**src/rtl/uart_pw_pkg.sv**
```systemverilog
// Shared types and constants for the UART password-check stage.
package uart_pw_pkg;

  typedef enum logic {
    COLLECT = 1'b0,
    RESPOND = 1'b1
  } state_e;

  localparam logic [7:0] ASCII_CR = 8'h0D;
  localparam logic [7:0] ASCII_Y  = 8'h59;
  localparam logic [7:0] ASCII_N  = 8'h4E;

  localparam int ATT_W = 16;

endpackage : uart_pw_pkg

```
**src/rtl/uart_pw_check.sv**
```systemverilog
// Password-check stage between uart_rx and uart_tx: collects bytes up to a
// terminator, compares in constant time, and returns one verdict byte.
module uart_pw_check
  import uart_pw_pkg::*;
#(
  parameter int                    PW_LEN   = 4,
  parameter logic [8*PW_LEN-1:0]   PASSWORD = 32'h6877736C,
  parameter logic [7:0]            TERM     = ASCII_CR,
  parameter logic [7:0]            ACK_OK   = ASCII_Y,
  parameter logic [7:0]            ACK_FAIL = ASCII_N
) (
  input  logic             clk,
  input  logic             rst,
  input  logic             rx_valid,
  input  logic [7:0]       rx_data,
  input  logic             tx_rdy,
  output logic             tx_en,
  output logic [7:0]       tx_data,
  output logic             unlocked,
  output logic [ATT_W-1:0] attempts
);

  localparam int CNT_W = $clog2(PW_LEN + 1);
  localparam logic [CNT_W-1:0] CNT_FULL = CNT_W'(PW_LEN);

  state_e             state_q, state_d;
  logic [CNT_W-1:0]   cnt_q, cnt_d;
  logic               mism_q, mism_d;
  logic               ovf_q, ovf_d;
  logic [7:0]         tx_data_q, tx_data_d;
  logic               unlocked_q, unlocked_d;
  logic [ATT_W-1:0]   attempts_q, attempts_d;

  logic [7:0]         exp_byte;
  logic               match;

  // Password byte at the current index; first byte is the most significant.
  always_comb begin
    exp_byte = '0;
    for (int i = 0; i < PW_LEN; i++) begin
      if (cnt_q == CNT_W'(i)) exp_byte = PASSWORD[8*(PW_LEN-1-i) +: 8];
    end
  end

  assign match = (cnt_q == CNT_FULL) && !mism_q && !ovf_q;
  assign tx_en = (state_q == RESPOND) && tx_rdy;

  // NOTE: every signal gets its hold value first so no path leaves one
  // unassigned; that is what keeps this block free of inferred latches.
  always_comb begin
    state_d    = state_q;
    cnt_d      = cnt_q;
    mism_d     = mism_q;
    ovf_d      = ovf_q;
    tx_data_d  = tx_data_q;
    unlocked_d = unlocked_q;
    attempts_d = attempts_q;

    unique case (state_q)
      COLLECT: begin
        if (rx_valid) begin
          if (rx_data != TERM) begin
            // Every byte does the same work whether or not it matches.
            if (cnt_q != CNT_FULL) begin
              if (rx_data != exp_byte) mism_d = 1'b1;
              cnt_d = cnt_q + CNT_W'(1);
            end else begin
              ovf_d = 1'b1;
            end
          end else begin
            tx_data_d = match ? ACK_OK : ACK_FAIL;
            if (match) unlocked_d = 1'b1;
            if (attempts_q != '1) attempts_d = attempts_q + ATT_W'(1);
            cnt_d   = '0;
            mism_d  = 1'b0;
            ovf_d   = 1'b0;
            state_d = RESPOND;
          end
        end
      end
      RESPOND: begin
        if (tx_rdy) state_d = COLLECT;
      end
      default: state_d = COLLECT;
    endcase
  end

  // NOTE: reset is synchronous, so it lives inside the clocked branch rather
  // than in the sensitivity list; state uses non-blocking assignments only.
  always_ff @(posedge clk) begin
    if (!rst) begin
      state_q    <= COLLECT;
      cnt_q      <= '0;
      mism_q     <= 1'b0;
      ovf_q      <= 1'b0;
      tx_data_q  <= 8'h00;
      unlocked_q <= 1'b0;
      attempts_q <= '0;
    end else begin
      state_q    <= state_d;
      cnt_q      <= cnt_d;
      mism_q     <= mism_d;
      ovf_q      <= ovf_d;
      tx_data_q  <= tx_data_d;
      unlocked_q <= unlocked_d;
      attempts_q <= attempts_d;
    end
  end

  assign tx_data  = tx_data_q;
  assign unlocked = unlocked_q;
  assign attempts = attempts_q;

endmodule : uart_pw_check

```
**config.mk**
```make
export PLATFORM = sky130hd
export DESIGN_NAME = uart_pw_check
export DESIGN_NICKNAME = d
export VERILOG_FILES = /design/src/rtl/uart_pw_pkg.sv /design/src/rtl/uart_pw_check.sv
export SDC_FILE = /design/constraint.sdc
export NUM_CORES = 1
export LEC_CHECK = 0
export CAP_MARGIN = 20
export CORE_ASPECT_RATIO = 0.7
export CORE_UTILIZATION = 52
export DETAILED_ROUTE_END_ITERATION = 12
export PLACE_DENSITY = 0.95
export SKIP_CTS_REPAIR_TIMING = 1
export SYNTH_ARGS = -nofsm -noshare
export SYNTH_HDL_FRONTEND = slang
export SYNTH_SLANG_ARGS = --single-unit
```
**constraint.sdc**
```tcl
create_clock -name clk -period 3.9 [get_ports clk]
set_clock_uncertainty 0.1 [all_clocks]
set_input_delay 1.17 -clock clk [delete_from_list [all_inputs] [get_ports clk]]
set_output_delay 1.17 -clock clk [all_outputs]
set_load 0.02 [all_outputs]
```
==> results of run 1 <==
==> cells in the mapped netlist (4+ instances only) <==
cell      instances
dfxtp_1          26
a21oi_1          17
nand2_1          14
or4_1            10
nand2b_1          8
o31ai_1           8
nand3_1           7
ha_1              6
inv_1             6
nand4_1           6
nor4_1            6
buf_4             5
clkbuf_1          5
mux2i_1           5
nor2_1            5
o21ai_0           4
==> routing by layer <==
metal / vias to the layer above / global-route usage (%) / share of wire (%)
met2: 65 / 43.3 / 46
met1: 694 / 33.4 / 45
li1: 706 / - / -
met4: 0 / 8.26 / 0.88
met3: 4 / 5.94 / 7.4
met5: - / 0 / 0
==> logic make-up after synthesis <==
logic type                 share of synthesized area, %
AOI/OAI and AO/OA                                  17.9
xor gates and xnor gates                           1.19
adders and majority gates                          5.11
buffers and inverters                              6.39
DFF                                                35.5
muxes                                              3.41
other                                             0.256
and+or+nand+nor                                    30.3
==> registers in the layout, summed over array words and instances, names as in the netlist <==
register / count
attempts: 16
cnt_q: 3
mism_q: 1
ovf_q: 1
state_q: 1
tx_data: 3
unlocked: 1
==> critical path, delay by kind of cell <==
family | cells | cell delay [ns]
buf+inv | 2 | 1.05
simple gates | 1 | 0.12
==> metrics by stage <==
step / hold slack, ns / power (uW) / cells / cell area [sq um]
3_5_place_dp: 0.346 / 349 / 233 / 1820
4_1_cts: 0.360 / 521 / 237 / 1880
6_report: 0.352 / 522 / 237 / 1880
2_1_floorplan: 0.329 / 325 / 174 / 1470
5_1_grt: 0.379 / 545 / 237 / 1880
3_3_place_gp: 0.342 / 345 / 233 / 1820
==> cell type report <==
cell class / instances / area (sq um)
multi-input cells: 129 / 863
clock buffers: 4 / 55.1
fillers: 185 / 694
well taps: 34 / 42.5
repair buffers: 38 / 373
inverters: 6 / 22.5
flip-flops and latches: 26 / 520
==> power breakdown <==
group          internal, uW  total, uW  switching, uW
combinational          30.9       67.4           36.5
clock                  90.4        179           88.2
sequential              270        276           5.52
==> worst min-delay path by stage <==
| stage | slack [ns] | end | cells past startpoint | from |
|---|---|---|---|---|
| CTS | 0.36 | unlocked | 2 | unlocked |
| floorplan | 0.33 | ovf_q | 2 | ovf_q |
| global route | 0.38 | unlocked | 2 | unlocked |
| global placement | 0.34 | unlocked | 2 | unlocked |
| finish | 0.35 | unlocked | 2 | unlocked |
| detailed placement | 0.35 | unlocked | 2 | unlocked |
==> results.json, run 1 <==
{
  "status": "finished clean",
  "mostFrequentLayoutCells": "35 x clkdlybuf4s50_1, 26 x dfxtp_1, 17 x a21oi_1",
  "cts_tree": "done",
  "core_sq_mm": 0.00257,
  "crit_type": "in2out",
  "synth_cell_type_count": 42,
  "r2r_setup_slack_ns": 1.77,
  "rows": 15,
  "gp_congestion": 0.906,
  "synth_flop_cell": "dfxtp_1",
  "ir_worst_vdd_v": 0.000164,
  "grt_max_degree": 17,
  "cp_common_cell": "clkdlybuf4s50_1",
  "antenna_found_initial": 0,
  "cp_cell_sequence": "clkdlybuf4s50_1 > and2_1 > clkdlybuf4s50_1",
  "p_leak_uw": 0.000621,
  "drc": 0,
  "finalSetupTns_ns": 0,
  "slowest_delay_ns": 0.59,
  "ys_seq_area_share_pct": 35.5,
  "avgSynthCellArea_sq_um": 8.48,
  "initial_utilization_pct": 57.1,
  "gr-total-overflow": 0,
  "yosysTopAreaCellShare_pct": 35.5,
  "async_flop_share_pct": 0,
  "antenna_cells": 0,
  "cts-buffers-inserted": 3,
  "r2r_start": "attempts[0]",
  "htree_levels": 1,
  "report.final.setup_viol": 0,
  "insertion_delay_ns": 0.27,
  "ant_nets": 0,
  "firstDrtPassIters": 4,
  "fin_crit_sh_pct": 92.9,
  "startpoint": "tx_rdy",
  "utilization_pct": 73.0,
  "drt_iter0_markers": 120,
  "critPathSlowestCell": "clkdlybuf4s50_1",
  "cts_buffer_depth": 2,
  "chipWidth_microns": 65.5,
  "r2r_end": "attempts[0]",
  "postLayoutSetupSlackWorst_ns": 0.277,
  "vias": 1469,
  "die_area_sq_mm": 0.00304,
  "drive_gt1_share_pct": 5.42,
  "synth-edff-count": 0,
  "hold_path.class": "reg2reg",
  "track_usage_pct": 25.9,
  "synthTopCellsByArea": "dfxtp_1 35%, a21oi_1 5.8%, ha_1 5.1%, or4_1 5.1%, o31ai_1 4.1%",
  "cp.arrival_ns": 2.35,
  "port_buffers": 35,
  "maxSlewViolCount": 0,
  "slew-limit-headroom_pct": 59.5,
  "numClockSinks": 26,
  "cts_root_buffer": "clkbuf_8",
  "p_per_area_mw_per_mm2": 278,
  "syn2layout_area_growth_pct": 27.9,
  "synth_area_sq_mm": 0.00147,
  "grt_pass1_vias": 1342,
  "synth_largest_area_cell": "dfxtp_1",
  "synthCells": 173,
  "ys_seq_elements": 26,
  "end_kind": "primary output",
  "rsz0062_at_grt": "false",
  "ys_warn_count": 0,
  "io_pins": 38,
  "crit_path_max_fanout": 2,
  "clkTransAtPathRegs_ns": 0.09,
  "fp.dieH_microns": 46.5,
  "hold_viol_final": 0,
  "fin_crit_ns": 3.62,
  "mostFrequentLayoutCell": "clkdlybuf4s50_1",
  "cp-endpoint": "tx_en",
  "max_cap_viol_count": 0,
  "worstPathRequired_ns": 2.63,
  "routed_wl_microns": 3500,
  "start_kind": "primary input",
  "clock.fmax_ghz": 0.276,
  "r2r_cells": 6,
  "wl_per_cell_microns": 14.8,
  "hpwl_microns": 2540,
  "routed_via_density": 6.20,
  "worst_pin_slew_ns": 0.605,
  "nets": 222,
  "grt_pass1_wl_microns": 5940,
  "dp_slack_ns": 0.278
}
Note: power is estimated with default switching activity, not from simulation.
==> inputs of run 2 (changes only) <==
--- a/config.mk
+++ b/config.mk
@@ -5,7 +5,7 @@
 export SDC_FILE = /design/constraint.sdc
 export NUM_CORES = 1
 export LEC_CHECK = 0
-export CAP_MARGIN = 20
+export CAP_MARGIN = 5
 export CORE_ASPECT_RATIO = 0.7
 export CORE_UTILIZATION = 52
 export DETAILED_ROUTE_END_ITERATION = 12
==> results of run 2 <==
No change in the layout: final DEF, timing and power equal those of run 1.
==> inputs of run 3 (changes only) <==
--- a/config.mk
+++ b/config.mk
@@ -7,10 +7,11 @@
 export LEC_CHECK = 0
 export CAP_MARGIN = 5
 export CORE_ASPECT_RATIO = 0.7
-export CORE_UTILIZATION = 52
+export CORE_UTILIZATION = 50
 export DETAILED_ROUTE_END_ITERATION = 12
-export PLACE_DENSITY = 0.95
+export PLACE_DENSITY = 0.93
 export SKIP_CTS_REPAIR_TIMING = 1
+export SLEW_MARGIN = 20
 export SYNTH_ARGS = -nofsm -noshare
 export SYNTH_HDL_FRONTEND = slang
 export SYNTH_SLANG_ARGS = --single-unit
==> results.json, run 3 (same netlist as run 1, synthesis figures left out) <==
{
  "dpl_cell_area_sq_mm": 0.00182,
  "ir_worst_vdd_v": 0.000201,
  "crit_path_max_fanout": 2,
  "max_cap_viol_count": 0,
  "routed_wl_microns": 3360,
  "fin_area_sq_mm": 0.00186,
  "status": "finished clean",
  "end_kind": "primary output",
  "io_pins": 38,
  "vias": 1474,
  "rows": 16,
  "slew-limit-headroom_pct": 62.6,
  "port_buffers": 35,
  "worst_pin_slew_ns": 0.560,
  "r2r_setup_slack_ns": 1.87,
  "grt_pass1_vias": 1181,
  "routed_via_density": 6.22,
  "drt_iter0_markers": 172,
  "fin_crit_sh_pct": 92.7,
  "regArea_sq_um": 520,
  "die_area_sq_mm": 0.00316,
  "r2r_cells": 5,
  "finalSetupTns_ns": 0,
  "p_per_area_mw_per_mm2": 266,
  "ant_nets": 0,
  "hold_path.class": "reg2reg",
  "min_delay_path_depth": 2,
  "hpwl_microns": 2400,
  "worstPathRequired_ns": 2.63,
  "r2r_end": "mism_q",
  "p_leak_uw": 0.000609,
  "track_usage_pct": 22.5,
  "drive_gt1_share_pct": 4.48,
  "cp.arrival_ns": 2.35,
  "wl_per_cell_microns": 14.2,
  "numClockSinks": 26,
  "r2r_start": "cnt_q[2]",
  "dp_slack_ns": 0.292,
  "maxSlewViolCount": 0,
  "postLayoutSetupSlackWorst_ns": 0.284,
  "rsz0062_at_grt": "false",
  "hold_end": "unlocked",
  "antenna_found_initial": 0,
  "cts-buffers-inserted": 3,
  "crit_type": "in2out",
  "grt_pass1_wl_microns": 5300,
  "mostFrequentLayoutCell": "clkdlybuf4s50_1",
  "antenna_cells": 0,
  "fp.dieH_microns": 47.3,
  "cts_root_buffer": "clkbuf_8",
  "cts_buffer_depth": 2,
  "nets": 221,
  "clkTransAtPathRegs_ns": 0.08,
  "htree_levels": 1,
  "largest_reg_flops": 16,
  "report.final.setup_viol": 0,
  "firstDrtPassIters": 4,
  "insertion_delay_ns": 0.27,
  "core_sq_mm": 0.00278,
  "grt_max_degree": 23,
  "gr-total-overflow": 0,
  "clock.fmax_ghz": 0.277,
  "fin_crit_ns": 3.62,
  "start_kind": "primary input",
  "multi_input_area_sq_um": 863,
  "cts_tree": "done",
  "gp_congestion": 0.897,
  "hold_viol_final": 0,
  "syn2layout_area_growth_pct": 26.6,
  "mostFrequentLayoutCells": "35 x clkdlybuf4s50_1, 26 x dfxtp_1, 17 x a21oi_1",
  "nFillCells": 247,
  "drc": 0,
  "chipWidth_microns": 66.8,
  "min_from": "unlocked",
  "initial_utilization_pct": 52.7
}
==> run 3: metal layers <==
metal / global-route usage, % / routed length (microns) / vias up
li1: - / - / 707
met1: 28.7 / 1580 / 698
met2: 39.2 / 1540 / 58
met3: 6.07 / 197 / 11
met4: 4.26 / 42 / 0
met5: 0 / 0 / -
==> run 3: worst max path at each step <==
stage,endpoint,start,cells after the start,slack (ns)
finish,tx_en,tx_rdy,3,0.28
global route,tx_en,tx_rdy,3,0.22
CTS,tx_en,tx_rdy,3,0.28
detailed placement,tx_en,tx_rdy,3,0.29
global placement,tx_en,tx_rdy,3,0.29
floorplan,tx_en,tx_rdy,1,1.24
==> run 3: layout make-up <==
cell class	count	share of cell area, %
Multi-Input combinational cell	129	46.5
Inverter	6	1.21
Sequential cell	26	28.0
Clock buffer	3	2.22
Tap cell	36	2.42
Timing Repair Buffer	37	19.7
==> run 3: critical path, cell delays in order <==
cell	delay, ns
clkdlybuf4s50_1	0.46
and2_1	0.12
clkdlybuf4s50_1	0.59
==> run 3: power by group <==
group	total (uW)	switching [uW]	internal, uW
clock	151	81.4	69.2
sequential	276	5.78	270
combinational	66.6	35.6	30.9
==> run 3: through the flow <==
| step | std cells | utilization (%) | total power, uW | hold WS [ns] |
|---|---|---|---|---|
| CTS | 237 | 66.8 | 494 | 0.358 |
| detailed placement | 234 | 65.3 | 348 | 0.338 |
| global route | 237 | 66.8 | 514 | 0.389 |
| global placement | 234 | 65.3 | 346 | 0.338 |
| finish | 237 | 66.8 | 493 | 0.355 |
| floorplan | 174 | - | 325 | 0.329 |
